### src/rtl/fifo_drain_pkg.sv
// Shared definitions for the 128-bit FIFO drain: FSM encoding, FIFO word width
// and the beat-count / beat-index-width helper.
package fifo_drain_pkg;

    localparam int FIFO_W = 128;

    typedef enum logic [1:0] {
        IDLE = 2'd0,
        REQ  = 2'd1,
        LOAD = 2'd2,
        SEND = 2'd3
    } state_e;

    typedef struct packed {
        logic [7:0] beats;
        logic [7:0] idx_w;
    } beat_cfg_t;

    function automatic bit legal_width(int out_width);
        return (out_width == 8) || (out_width == 16) || (out_width == 32) ||
               (out_width == 64) || (out_width == 128);
    endfunction

    // Beat index is never narrower than one bit, even when a word is a single beat.
    function automatic beat_cfg_t beat_cfg(int out_width);
        beat_cfg_t cfg;
        int        beats;
        beats     = (out_width > 0) ? FIFO_W / out_width : 1;
        cfg.beats = 8'(beats);
        cfg.idx_w = 8'((beats > 1) ? $clog2(beats) : 1);
        return cfg;
    endfunction

endpackage

### src/rtl/word_slice_mux.sv
// Combinational selector of beat idx out of a 128-bit word, either MSB-first
// or LSB-first.
module word_slice_mux
    import fifo_drain_pkg::*;
#(
    parameter int OUT_WIDTH = 32,
    parameter bit FIRST_MSB = 1'b1,
    parameter int IDX_W     = 2
) (
    input  logic [FIFO_W-1:0]    word,
    input  logic [IDX_W-1:0]     idx,
    output logic [OUT_WIDTH-1:0] slice
);

    localparam int BEATS = FIFO_W / OUT_WIDTH;

    // NOTE: the default assignment first keeps this block free of inferred latches.
    always_comb begin
        slice = '0;
        for (int k = 0; k < BEATS; k++) begin
            if (idx == IDX_W'(k)) begin
                slice = FIRST_MSB ? word[FIFO_W-1-k*OUT_WIDTH -: OUT_WIDTH]
                                  : word[k*OUT_WIDTH +: OUT_WIDTH];
            end
        end
    end

endmodule

### src/rtl/fifo128_drain.sv
// Sole reader of the 128-bit generator FIFO: pops one word at a time and
// serializes it into OUT_WIDTH-bit beats on a valid/ready stream.
module fifo128_drain
    import fifo_drain_pkg::*;
#(
    parameter int OUT_WIDTH = 32,
    parameter int FIRST_MSB = 1,
    parameter int CNT_W     = 16
) (
    input  logic                 clk,
    input  logic                 rst,
    input  logic                 fifo_empty,
    output logic                 fifo_rd,
    input  logic [FIFO_W-1:0]    fifo_data,
    output logic [OUT_WIDTH-1:0] out_data,
    output logic                 out_valid,
    input  logic                 out_ready,
    output logic                 out_last,
    output logic                 busy,
    output logic [CNT_W-1:0]     word_count
);

    localparam beat_cfg_t CFG   = beat_cfg(OUT_WIDTH);
    localparam int        BEATS = int'(CFG.beats);
    localparam int        IDX_W = int'(CFG.idx_w);
    localparam logic [IDX_W-1:0] LAST_IDX = IDX_W'(BEATS - 1);

    if (!legal_width(OUT_WIDTH)) begin : g_bad_width
        $error("fifo128_drain: OUT_WIDTH must be 8, 16, 32, 64 or 128");
    end

    state_e             state_q,     state_d;
    logic [IDX_W-1:0]   idx_q,       idx_d;
    logic [FIFO_W-1:0]  hold_q,      hold_d;
    logic [CNT_W-1:0]   cnt_q,       cnt_d;
    logic               fifo_rd_q,   fifo_rd_d;
    logic               out_valid_q, out_valid_d;
    logic               out_last_q,  out_last_d;
    logic               busy_q,      busy_d;

    always_comb begin
        state_d = state_q;
        idx_d   = idx_q;
        hold_d  = hold_q;
        cnt_d   = cnt_q;
        unique case (state_q)
            IDLE: if (!fifo_empty) state_d = REQ;
            REQ:  state_d = LOAD;
            LOAD: begin
                hold_d  = fifo_data;
                idx_d   = '0;
                state_d = SEND;
            end
            SEND: begin
                // fifo_empty is only consulted on the final-beat handshake.
                if (out_valid_q && out_ready) begin
                    if (idx_q == LAST_IDX) begin
                        cnt_d   = cnt_q + CNT_W'(1);
                        state_d = fifo_empty ? IDLE : REQ;
                    end else begin
                        idx_d = idx_q + IDX_W'(1);
                    end
                end
            end
            default: state_d = IDLE;
        endcase

        // Outputs are registered copies of what the next state implies.
        fifo_rd_d   = (state_d == REQ);
        out_valid_d = (state_d == SEND);
        out_last_d  = (state_d == SEND) && (idx_d == LAST_IDX);
        busy_d      = (state_d != IDLE);
    end

    // NOTE: sequential state uses non-blocking assignments so every flop samples pre-edge values.
    always_ff @(posedge clk or posedge rst) begin
        if (rst) begin
            state_q     <= IDLE;
            idx_q       <= '0;
            hold_q      <= '0;
            cnt_q       <= '0;
            fifo_rd_q   <= 1'b0;
            out_valid_q <= 1'b0;
            out_last_q  <= 1'b0;
            busy_q      <= 1'b0;
        end else begin
            state_q     <= state_d;
            idx_q       <= idx_d;
            hold_q      <= hold_d;
            cnt_q       <= cnt_d;
            fifo_rd_q   <= fifo_rd_d;
            out_valid_q <= out_valid_d;
            out_last_q  <= out_last_d;
            busy_q      <= busy_d;
        end
    end

    word_slice_mux #(
        .OUT_WIDTH (OUT_WIDTH),
        .FIRST_MSB (FIRST_MSB != 0),
        .IDX_W     (IDX_W)
    ) u_slice (
        .word  (hold_q),
        .idx   (idx_q),
        .slice (out_data)
    );

    assign fifo_rd    = fifo_rd_q;
    assign out_valid  = out_valid_q;
    assign out_last   = out_last_q;
    assign busy       = busy_q;
    assign word_count = cnt_q;

endmodule

### config.mk
export PLATFORM = sky130hd
export DESIGN_NAME = fifo128_drain
export DESIGN_NICKNAME = d
export VERILOG_FILES = /design/src/rtl/fifo_drain_pkg.sv /design/src/rtl/word_slice_mux.sv /design/src/rtl/fifo128_drain.sv
export SDC_FILE = /design/constraint.sdc
export NUM_CORES = 1
export LEC_CHECK = 0
export ABC_AREA = 1
export BUFFER_PORTS_ARGS = -buffer_cell sky130_fd_sc_hd__buf_2
export CORE_MARGIN = 2
export CORE_UTILIZATION = 40
export CTS_CLUSTER_DIAMETER = 80
export DETAILED_ROUTE_END_ITERATION = 12
export HOLD_SLACK_MARGIN = 0.1
export PLACE_DENSITY = 0.66
export SLEW_MARGIN = 20
export SYNTH_ARGS = -nofsm -noshare
export SYNTH_HDL_FRONTEND = slang
export SYNTH_HIERARCHICAL = 1
export SYNTH_SLANG_ARGS = --single-unit
### constraint.sdc
create_clock -name clk -period 4.3 [get_ports clk]
set_input_delay 0.43 -clock clk [delete_from_list [all_inputs] [get_ports clk]]
set_output_delay 0.43 -clock clk [all_outputs]
set_load 0.01 [all_outputs]
==> results of run 1 <==
[layout make-up]
type,count,area share (%)
tap,225,3.28
inverter,26,1.21
clock buffer,24,5.50
clock inverter,7,1.66
sequential,152,44.4
timing repair buffer,193,11.9
multi-input combinational,639,32.0
[routing by layer]
metal | global-route usage (%) | wire, um | vias to the layer above | part of all wire (%)
met2 | 32.0 | 8630 | 179 | 46
met1 | 29.3 | 8810 | 2988 | 47
met4 | 7.35 | 359 | 2 | 1.9
met5 | 0 | 13 | - | 0.069
met3 | 4.10 | 993 | 28 | 5.3
li1 | - | - | 3073 | -
[worst reg2reg max path: stages, from the launching register on]
cell and delay [ns]:
dfrtp_2 0.74, buf_4 0.51, nand2_2 0.14, nor2_2 0.17, nand2_2 0.25, inv_2 0.25
nand2_1 0.09, xnor2_1 0.13
[layout by cell type (no fill, tap or decap), types with 2 or more instances in the layout]
master,instances
buf_4,7
buf_12,2
nor2_1,6
clkbuf_1,5
nand3_1,107
dfrtp_2,2
o21ai_0,5
nand2_1,456
dfrtp_1,150
clkbuf_16,17
nor2_4,3
a21oi_1,5
nand2_2,2
nor3_1,3
clkbuf_8,2
inv_2,5
xor2_1,4
inv_1,19
xnor2_1,3
clkinv_4,2
nand4_1,34
bufinv_16,4
buf_2,183
nor2_2,6
[cell families (layout without fill, tap and decap cells)]
family          Yosys count  count (layout)  synth area share, %
compound gates           11              11                0.824
xor+xnor                  7               7                0.878
simple gates            620             620                 37.4
fa+ha+maj                 1               1                0.179
buf+inv                  78             250                 6.24
flops                   152             152                 54.5
[state kept, by name, indices dropped and copies added (netlist names)]
signal and flops:
word_count 16, state_q 2, busy 1, fifo_rd 1, idx_q 2, out_last 1, out_valid 1, hold_q 128
[per-stage QoR]
step | cells | setup slack, ns | util [%] | power (mW) | instance area, sq um
floorplan | 869 | 1.95 | - | 4.44 | 6980
global placement | 1233 | 1.97 | 46.1 | 5.16 | 7930
detailed placement | 1233 | 1.92 | 46.1 | 5.23 | 7930
CTS | 1264 | 1.60 | 49.7 | 6.82 | 8540
global route | 1266 | 1.45 | 49.9 | 7.31 | 8570
finish | 1266 | 1.61 | 49.9 | 6.76 | 8570
[where the power goes]
| part | leakage [nW] | total [mW] | internal [mW] | switching (mW) |
|---|---|---|---|---|
| sequential | 1.88 | 2.53 | 2.09 | 0.440 |
| combinational | 2.48 | 2.66 | 0.906 | 1.75 |
| clock | 0.298 | 1.57 | 1.00 | 0.568 |
| total | 4.66 | 6.76 | 4.00 | 2.76 |
[worst max-delay path by stage]
stage,start,endpoint,slack [ns]
floorplan,rst,busy$_DFF_PP0_,1.95
global placement,idx_q[0]$_DFF_PP0_,word_count[6]$_DFFE_PP0P_,1.97
detailed placement,idx_q[0]$_DFF_PP0_,word_count[3]$_DFFE_PP0P_,1.92
CTS,idx_q[0]$_DFF_PP0_,out_data[28],1.60
global route,idx_q[0]$_DFF_PP0_,out_data[15],1.45
finish,idx_q[0]$_DFF_PP0_,out_data[28],1.61
==> key figures, run 1 <==
Layout
  – Number of fill cells in the layout: around 1700
  – Share of cells above drive strength 1: between 20% and 30%
  – Ant. Diodes: 0
  – Final net count: 1162
  – Area grow syn2layout: 22.8%
  – Area occupied by multi-input gates: ~2700 sq um
  – Reg area: around 3800 sq um

Hold path
  – Worst Hold Depth: 3
  – Hold Path Sink: hold_q[20]$_DFFE_PP0N_
  – Worst hold path type: primary input to flop
  – Hold path start: fifo_data[20]

Yosys
  – Yosys reg bits: ~150
  – Synth warn: 6
  – Post-synth EDFFs: 0
  – Number of distinct library cells after synthesis: 23
  – Area of the mapped netlist: around 7000 sq um
  – Most frequent cell after synthesis: nand2_1
  – Post-synth top area share: 54.5%
  – Cells after synthesis: between 800 and 900
  – Async SR Flop Fraction: 100%
  – Sequential share of the synthesized area: 54.5%
  – Synth area leaders: dfrtp_1 (54%), nand2_1 (25%), nand3_1 (7.7%)
  – Post-synth net total: about 1000
  – Synth Area per Inst: 8.03 sq um
  – Post-synth top area cell: dfrtp_1
  – Commonest cells in the netlist: nand2_1 (456), dfrtp_1 (152), nand3_1 (107)
  – Top_reg_cell synth: dfrtp_1

GRT
  – Global-route wire length before repair: 30300 um
  – Largest net degree at the start of global routing: 78
  – Initial antenna violation count: 1
  – Vias in the first global route: between 6000 and 7000
  – Total GRT Usage: about a fifth
  – Grt ovf: 0

Timing
  – Final min period: roughly 2.7 ns
  – Slew Limit Fails: 0
  – Worst hold margin: between 0.2 and 0.25 ns
  – RSZ-0062 raised after global routing: no
  – Worst slew pin tran: between 0.8 and 0.9 ns
  – # setup viols final: 0
  – Fmax: around 370 MHz
  – Period Utilization, post-route: 62.5%
  – Rel. slew slack: between 40% and 50%
  – Final Hold Fails: 0
  – Total negative setup slack: 0 ns
  – Clock skew: 0.00724 ns

Routing
  – Via density: approximately 5
  – Final ANT Viol Nets: 0
  – Routed vias: around 6300
  – DR iter-0 viols: 390
  – Detailed Route WL: approximately 19000 um
  – DRT Pass-1 Iters: 5
  – Number of remaining DRC errors: 0
  – Wirelength per Cell: 14.9 um

Power
  – Static Leak: 4.66 nW
  – Pwr per Cell Area: roughly 800 nW/um^2
  – Peak VDD IR: just under 0.0004 V

Critical path
  – Critical R2R Capture: word_count[2]$_DFFE_PP0P_
  – Worst Path Buf+Inv: 1
  – Slowest cell on crit path: nor2_4
  – Critical path class: flop to output port
  – CP Data Required Time: a little under 4 ns
  – CP max stage delay: around 0.75 ns
  – Critical Path AT: ~2.3 ns
  – Crit Path Max Fanout: 32
  – FF-to-FF path depth: 7
  – RR Startpoint: idx_q[0]$_DFF_PP0_
  – Crit path max-delay family: simple AND/OR/NAND/NOR gates
  – CP endpoint kind: output port
  – Crit-path cells: nor2_4, nand2_1, nand4_1, buf_2
  – Stages on worst setup path: 4
  – Setup slack, reg-to-reg: approximately 1.9 ns
  – Kind of start point of the critical path: flop

Clock tree
  – CTS tree: built
  – Clk buf depth: 2
  – Cts repair resizes: 0
  – Number of buffers created by CTS: 17
  – Clock sink count: 152
  – Clk pin slew, worst setup/hold paths: 0.06 ns
  – H-tree levels: 4
  – Clock root buffer master: clkbuf_16
  – Hold Buf Count CTS: 0
  – Clk_lat worst skew: about 0.41 ns
  – Postcts setup bufs: 0

Outcome
  – Status: complete, no violations

Die
  – IO Count: around 180
  – Die Ht: roughly 140 um
  – Die area: between 15000 and 20000 sq um
  – Row Count: 48
  – Initial Util: roughly two fifths
  – Die W: between 100 and 150 um
  – Core ar.: 17200 sq um

Placement
  – Port-buffer cells: around 180
  – GP Congestion: approximately 0.84
  – Post-detail-place hpwl: about 12000 um

Job
  – MaxCap Viol Count: 0
Note: power is estimated with default switching activity, not from simulation.
==> inputs of run 2 (changes only) <==
Settings changed: ABC_AREA 1 to 0.
Clock period 4.3 ns to 2.36 ns, I/O delays scaled along.
==> key figures, run 2 <==
Outcome
  – Status: complete, no violations (unchanged)

Layout
  – Ant. Diodes: 0 (unchanged)
  – Share of cells above drive strength 1: 53.1% (was 23.1%)
  – Area grow syn2layout: 45.6% (was 22.8%)
  – Commonest non-fill, non-tap cells in the layout: buf_2 (183), dfrtp_1 (150), dlygate4sd3_1 (130) (was nand2_1 (456), buf_2 (183), dfrtp_1 (150))
  – Core Util, Final: 60.1% (was 49.9%)
  – Final net count: 856 (was 1162)
  – Largest register FFs: 128 (unchanged)
  – Commonest non-fill, non-tap cell in the layout: buf_2 (was nand2_1)
  – Reg with most FFs: hold_q (unchanged)

Clock tree
  – Number of buffers created by CTS: 17 (unchanged)
  – Clk buf depth: 2 (unchanged)
  – Clk pin slew, worst setup/hold paths: 0.05 ns (was 0.06 ns)
  – H-tree levels: 4 (unchanged)
  – Clock root buffer master: clkbuf_16 (unchanged)
  – Clock sink count: 152 (unchanged)
  – Clk_lat worst skew: 0.41 ns (about the same)
  – CTS tree: built (unchanged)
  – Postcts setup bufs: 0 (unchanged)

GRT
  – Grt ovf: 0 (unchanged)
  – Global-route wire length before repair: 26300 um (was 30300 um)
  – Initial antenna violation count: 0 (was 1)
  – Largest net degree at the start of global routing: 75 (was 78)
  – Vias in the first global route: 5310 (was 6063)
  – Total GRT Usage: 19.1% (was 20.8%)

Yosys
  – Area of the mapped netlist: 6610 sq um (was 6980 sq um)
  – Most frequent cell after synthesis: dfrtp_1 (was nand2_1)
  – Sequential share of the synthesized area: 57.6% (was 54.5%)
  – Cells after synthesis: 404 (was 869)
  – Post-synth top area share: 57.6% (was 54.5%)
  – Synth warn: 6 (unchanged)
  – Async SR Flop Fraction: 100% (unchanged)
  – Post-synth top area cell: dfrtp_1 (unchanged)
  – Commonest cells in the netlist: dfrtp_1 (152), mux2_2 (129), mux4_2 (30) (was nand2_1 (456), dfrtp_1 (152), nand3_1 (107))
  – Yosys reg bits: 152 (unchanged)
  – Number of distinct library cells after synthesis: 27 (was 23)
  – Post-synth net total: 537 (was 1002)
  – Post-synth EDFFs: 0 (unchanged)
  – Synth area leaders: dfrtp_1 (58%), mux2_2 (22%), mux4_2 (10%) (was dfrtp_1 (54%), nand2_1 (25%), nand3_1 (7.7%))
  – Top_reg_cell synth: dfrtp_1 (unchanged)
  – Synth Area per Inst: 16.4 sq um (was 8.03 sq um)

Die
  – Row Count: 46 (was 48)
  – Initial Util: 41.3% (was 40.6%)
  – IO Count: 184 (unchanged)
  – Core ar.: 16000 sq um (was 17200 sq um)
  – Die W: 133 um (was 136 um)
  – Die Ht: 133 um (was 136 um)
  – Die area: 17600 sq um (was 18500 sq um)

Routing
  – Detailed Route WL: 16100 um (was 18800 um)
  – Routed vias: 4640 (was 6270)
  – DRT Pass-1 Iters: 4 (was 5)
  – Final ANT Viol Nets: 0 (unchanged)
  – DR iter-0 viols: 131 (was 390)
  – Number of remaining DRC errors: 0 (unchanged)
  – Wirelength per Cell: 16.9 um (was 14.9 um)
  – Via density: 4.89 (was 4.95)

Critical path
  – Crit Path Max Fanout: 27 (was 32)
  – Critical Path AT: 1.80 ns (was 2.26 ns)
  – CP endpoint kind: output port (unchanged)
  – CP Data Required Time: 2.12 ns (was 3.87 ns)
  – Kind of start point of the critical path: flop (unchanged)
  – Critical path class: flop to output port (unchanged)

Hold path
  – Worst hold path type: primary input to flop (unchanged)

Power
  – Pwr per Cell Area: 1230 nW/um^2 (was 788 nW/um^2)
  – Peak VDD IR: 0.000546 V (was 0.000384 V)
  – Static Leak: 4.35 nW (was 4.66 nW)
  – Pwr Total: 11.8 mW (was 6.76 mW)

Timing
  – # setup viols final: 0 (unchanged)
  – Total negative setup slack: 0 ns (unchanged)
  – Worst slew pin tran: 0.468 ns (was 0.867 ns)
  – Period Utilization, post-route: 86.3%
  – Worst hold margin: 0.260 ns (was 0.214 ns)
  – Final Hold Fails: 0 (unchanged)
  – Rel. slew slack: 68.5% (was 42.0%)
  – Clock skew: 0.00719 ns (was 0.00724 ns)
  – RSZ-0062 raised after global routing: no (unchanged)
  – Slew Limit Fails: 0 (unchanged)
  – Fmax: just under 500 MHz
  – Final min period: between 2 and 2.5 ns

Job
  – MaxCap Viol Count: 0 (unchanged)

Placement
  – Port-buffer cells: 183 (unchanged)
  – Post-detail-place hpwl: 9850 um (was 12400 um)
  – GP Congestion: 0.731 (was 0.843)
## run 2: cell type report
type                            count  area [sq um]
Sequential cell                   152          3810
Fill cell                        1284          6380
Clock inverter                      4          70.1
Tap cell                          216           270
Inverter                            6          26.3
Multi-Input combinational cell    223          2610
Clock buffer                       24           482
Timing Repair Buffer              323          2350
## run 2: through the flow
step	cells	setup WS [ns]	cell area, sq um
2_1_floorplan	404	0.207	6610
3_3_place_gp	790	0.683	7770
3_5_place_dp	790	0.639	7770
4_1_cts	948	0.273	9620
5_1_grt	948	0.225	9620
6_report	948	0.324	9620
## run 2: report_power, final
group / switching (mW) / internal, mW
sequential: 0.655 / 3.84
clock: 0.953 / 1.61
combinational: 1.94 / 2.82
total: 3.55 / 8.28
## run 2: worst max-delay path, cell delays in order (launching register included)
cell and delay (ns):
dfrtp_2 0.38, buf_12 0.25, mux4_1 0.58, buf_2 0.17
## run 2: timing repair
item / 4_1_cts / 5_1_grt
resized for setup: 0 / 0
hold buffers: 130 / 0
hold endpoints to repair: 144 / 0
## run 2: worst paths after layout
| path | startpoint | end | slack [ns] | cells past startpoint |
|---|---|---|---|---|
| min | out_ready | out_last$_DFF_PP0_ | 0.26 | 4 |
| max reg2reg | idx_q[0]$_DFF_PP0_ | word_count[13]$_DFFE_PP0P_ | 0.64 | 5 |
| min reg2reg | word_count[15]$_DFFE_PP0P_ | word_count[15]$_DFFE_PP0P_ | 0.48 | 1 |
| min in group asynchronous | rst | hold_q[101]$_DFFE_PP0N_ | 0.36 | 3 |
| max | idx_q[0]$_DFF_PP0_ | out_data[31] | 0.32 | 3 |
| max in group asynchronous | rst | hold_q[20]$_DFFE_PP0N_ | 1.29 | 4 |
## run 2: layer usage
| metal | track usage, % | up-vias | wire, um |
|---|---|---|---|
| met4 | 9.74 | 0 | 561 |
| met2 | 34.6 | 139 | 8610 |
| met5 | 0 | - | 0 |
| met3 | 4.06 | 45 | 641 |
| li1 | - | 2123 | - |
| met1 | 21.1 | 2333 | 6240 |
## run 2: cell families (layout without fill, tap and decap cells)
kind of cell | Yosys count | after routing | synth area share, %
compound gates | 9 | 9 | 0.795
xor+xnor | 16 | 16 | 2.12
fa+ha+maj | 1 | 1 | 0.189
buf+inv | 29 | 357 | 3.03
flops | 152 | 152 | 57.6
mux | 161 | 161 | 33.0
simple gates | 36 | 36 | 3.31
==> inputs of run 3 (changes only) <==
Settings changed: CORE_UTILIZATION 40 to 47, MAX_ROUTING_LAYER set to met4, PLACE_DENSITY 0.66 to 0.76, RECOVER_POWER set to 25.
==> key figures, run 3 (synthesized netlist as in run 2, its figures left out) <==
Timing
  – RSZ-0062 raised after global routing: no (unchanged)
  – # setup viols final: 0 (unchanged)
  – Worst slew pin tran: 1.51 ns (was 0.468 ns)
  – Clock skew: 0.00890 ns (was 0.00719 ns)
  – Period Utilization, post-route: 92.1% (was 86.3%)
  – Rel. slew slack: -1.27% (was 68.5%)
  – Fmax: 460 MHz (was 491 MHz)
  – Slew Limit Fails: 31 (was 0)
  – Total negative setup slack: 0 ns (unchanged)
  – Post-route setup slack: 0.186 ns (was 0.324 ns)
  – Final min period: 2.17 ns (was 2.04 ns)
  – Final Hold Fails: 0 (unchanged)

Power
  – Switching share of total power: 30.7% (was 30.0%)
  – Comb pwr share: 39.7% (was 40.3%)
  – Int Power: 8.25 mW (was 8.28 mW)
  – Sequential fraction of design power: 38.0% (about the same)
  – Static Leak: 4.29 nW (was 4.35 nW)
  – Part of the power in the clock network: 22.3% (was 21.7%)
  – Peak VDD IR: 0.000736 V (was 0.000546 V)
  – Pwr per Cell Area: 1250 nW/um^2 (was 1230 nW/um^2)
  – P_sw: 3.65 mW (was 3.55 mW)

Clock tree
  – Clock root buffer master: clkbuf_16 (unchanged)
  – Clk buf depth: 2 (unchanged)
  – Clk pin slew, worst setup/hold paths: 0.06 ns (was 0.05 ns)
  – CTS tree: built (unchanged)
  – H-tree levels: 4 (unchanged)
  – Cts repair resizes: 0 (unchanged)
  – Clock sink count: 152 (unchanged)
  – Clk_lat worst skew: 0.41 ns (about the same)
  – Number of buffers created by CTS: 17 (unchanged)

Placement
  – Port-buffer cells: 183 (unchanged)
  – Placed cell count: 754 (was 790)
  – GP Congestion: 0.791 (was 0.731)
  – Dpl ws: 0.594 ns (was 0.639 ns)
  – Post-detail-place hpwl: 9730 um (was 9850 um)
  – Placed Area: 7710 sq um (was 7770 sq um)

GRT
  – Busiest grt layer: met2 (unchanged)
  – Initial antenna violation count: 2 (was 0)
  – Vias in the first global route: 5199 (was 5310)
  – M1 GR Usage: 24.4% (was 21.1%)
  – Global-route wire length before repair: 25300 um (was 26300 um)
  – Met2 GRT Util: 41.6% (was 34.6%)
  – Grt ovf: 0 (unchanged)
  – Largest net degree at the start of global routing: 63 (was 75)
  – Met3 usage: 5.02% (was 4.06%)
  – Total GRT Usage: 23.0% (was 19.1%)

Die
  – Die W: 123 um (was 133 um)
  – Core ar.: 13800 sq um (was 16000 sq um)
  – Die Ht: 123 um (was 133 um)
  – Row Count: 43 (was 46)
  – IO Count: 184 (unchanged)
  – Initial Util: 47.8% (was 41.3%)
  – Die area: 15000 sq um (was 17600 sq um)

Critical path
  – Kind of start point of the critical path: flop (unchanged)
  – Critical path class: flop to output port (unchanged)
  – CP Data Required Time: 2.12 ns (about the same)
  – Slowest cell on crit path: mux4_2 (was mux4_1)
  – Crit Path Max Fanout: 22 (was 27)
  – CP endpoint kind: output port (unchanged)
  – Crit-path cells: buf_4, mux4_2, buf_2 (was buf_12, mux4_1, buf_2)
  – Critical Path AT: 1.94 ns (was 1.80 ns)
  – CP max stage delay: 0.60 ns (was 0.58 ns)

Routing
  – DR iter-0 viols: 219 (was 131)
  – DRT Pass-1 Iters: 4 (unchanged)
  – Via density: 5.08 (was 4.89)
  – Final ANT Viol Nets: 0 (unchanged)
  – Wirelength per Cell: 17.8 um (was 16.9 um)
  – Detailed Route WL: 16300 um (was 16100 um)
  – Number of remaining DRC errors: 0 (unchanged)
  – Routed vias: 4655 (was 4640)

Layout
  – Final instance area: 9560 sq um (was 9620 sq um)
  – Commonest non-fill, non-tap cell in the layout: buf_2 (unchanged)
  – Largest register FFs: 128 (unchanged)
  – Commonest non-fill, non-tap cells in the layout: buf_2 (163), dfrtp_1 (150), dlygate4sd3_1 (130) (was buf_2 (183), dfrtp_1 (150), dlygate4sd3_1 (130))
  – Final net count: 856 (unchanged)
  – Share of cells above drive strength 1: 50.6% (was 53.1%)
  – Reg with most FFs: hold_q (unchanged)
  – Final non-filler cell total: 917 (was 948)
  – Area grow syn2layout: 44.6% (was 45.6%)

Job
  – MaxCap Viol Count: 1 (was 0)

Outcome
  – Status: finished, violations left (was complete, no violations)
  – Failing checks: capacitance limit, slew limit

Hold path
  – Worst hold path type: primary input to flop (unchanged)
[run 3: cell count changes in the layout (fill, tap and decap cells not counted), sizes merged]
cell / change
clkbuf: +19
buf: -20
clkinvlp: +1
diode: +2
clkinv: +3
[run 3: what timing repair did]
item,CTS,global route
hold buffers,130,0
setup buffers,0,0
endpoints found under the hold margin,161,0
[run 3: final timing paths]
check,start,end,slack [ns],cells past startpoint
max in group asynchronous,rst,hold_q[51]$_DFFE_PP0N_,0.69,4
worst min-delay path,out_ready,idx_q[0]$_DFF_PP0_,0.21,3
worst min register to register,word_count[15]$_DFFE_PP0P_,word_count[15]$_DFFE_PP0P_,0.47,1
min in group asynchronous,rst,hold_q[35]$_DFFE_PP0N_,0.76,3
worst max register to register,state_q[1]$_DFF_PP0_,hold_q[104]$_DFFE_PP0N_,0.31,3
worst max-delay path,idx_q[0]$_DFF_PP0_,out_data[23],0.19,3
[run 3: final cells by class]
cell class / instances / area, sq um
Clock buffer: 23 / 478
Timing Repair Buffer: 323 / 2320
Clock inverter: 8 / 96.3
Tap cell: 180 / 225
Sequential cell: 152 / 3810
Multi-Input combinational cell: 223 / 2610
Inverter: 6 / 23.8
Fill cell: 912 / 4270
Antenna cell: 2 / 5.00
[run 3: layer usage]
layer  share of wire (%)  vias to the layer above
li1                    -                     2134
met1                  38                     2349
met2                  56                      140
met3                 4.2                       32
met4                 2.5                        0
met5                   0                        -
[run 3: per-stage QoR]
step	hold slack (ns)	power [mW]	util, %
final	0.206	11.9	69.1
after global routing	0.219	12.6	69.1
after CTS	0.187	11.9	69.3
after detailed placement	0.400	9.06	55.8
after global placement	0.377	8.80	55.8
after floorplan	0.302	7.76	-
[run 3: worst max-delay path: cells and delay by family (launching register included)]
kind | cells | cell delay (ns)
flops | 1 | 0.37
mux | 1 | 0.60
buf+inv | 2 | 0.55
[run 3: power by group through the flow]
stage,clock network (mW),registers [mW],logic (mW)
floorplan,0,4.31,3.45
global placement,0,4.41,4.39
detailed placement,0,4.53,4.54
CTS,2.68,4.49,4.72
global route,2.81,4.67,5.07
finish,2.65,4.53,4.73
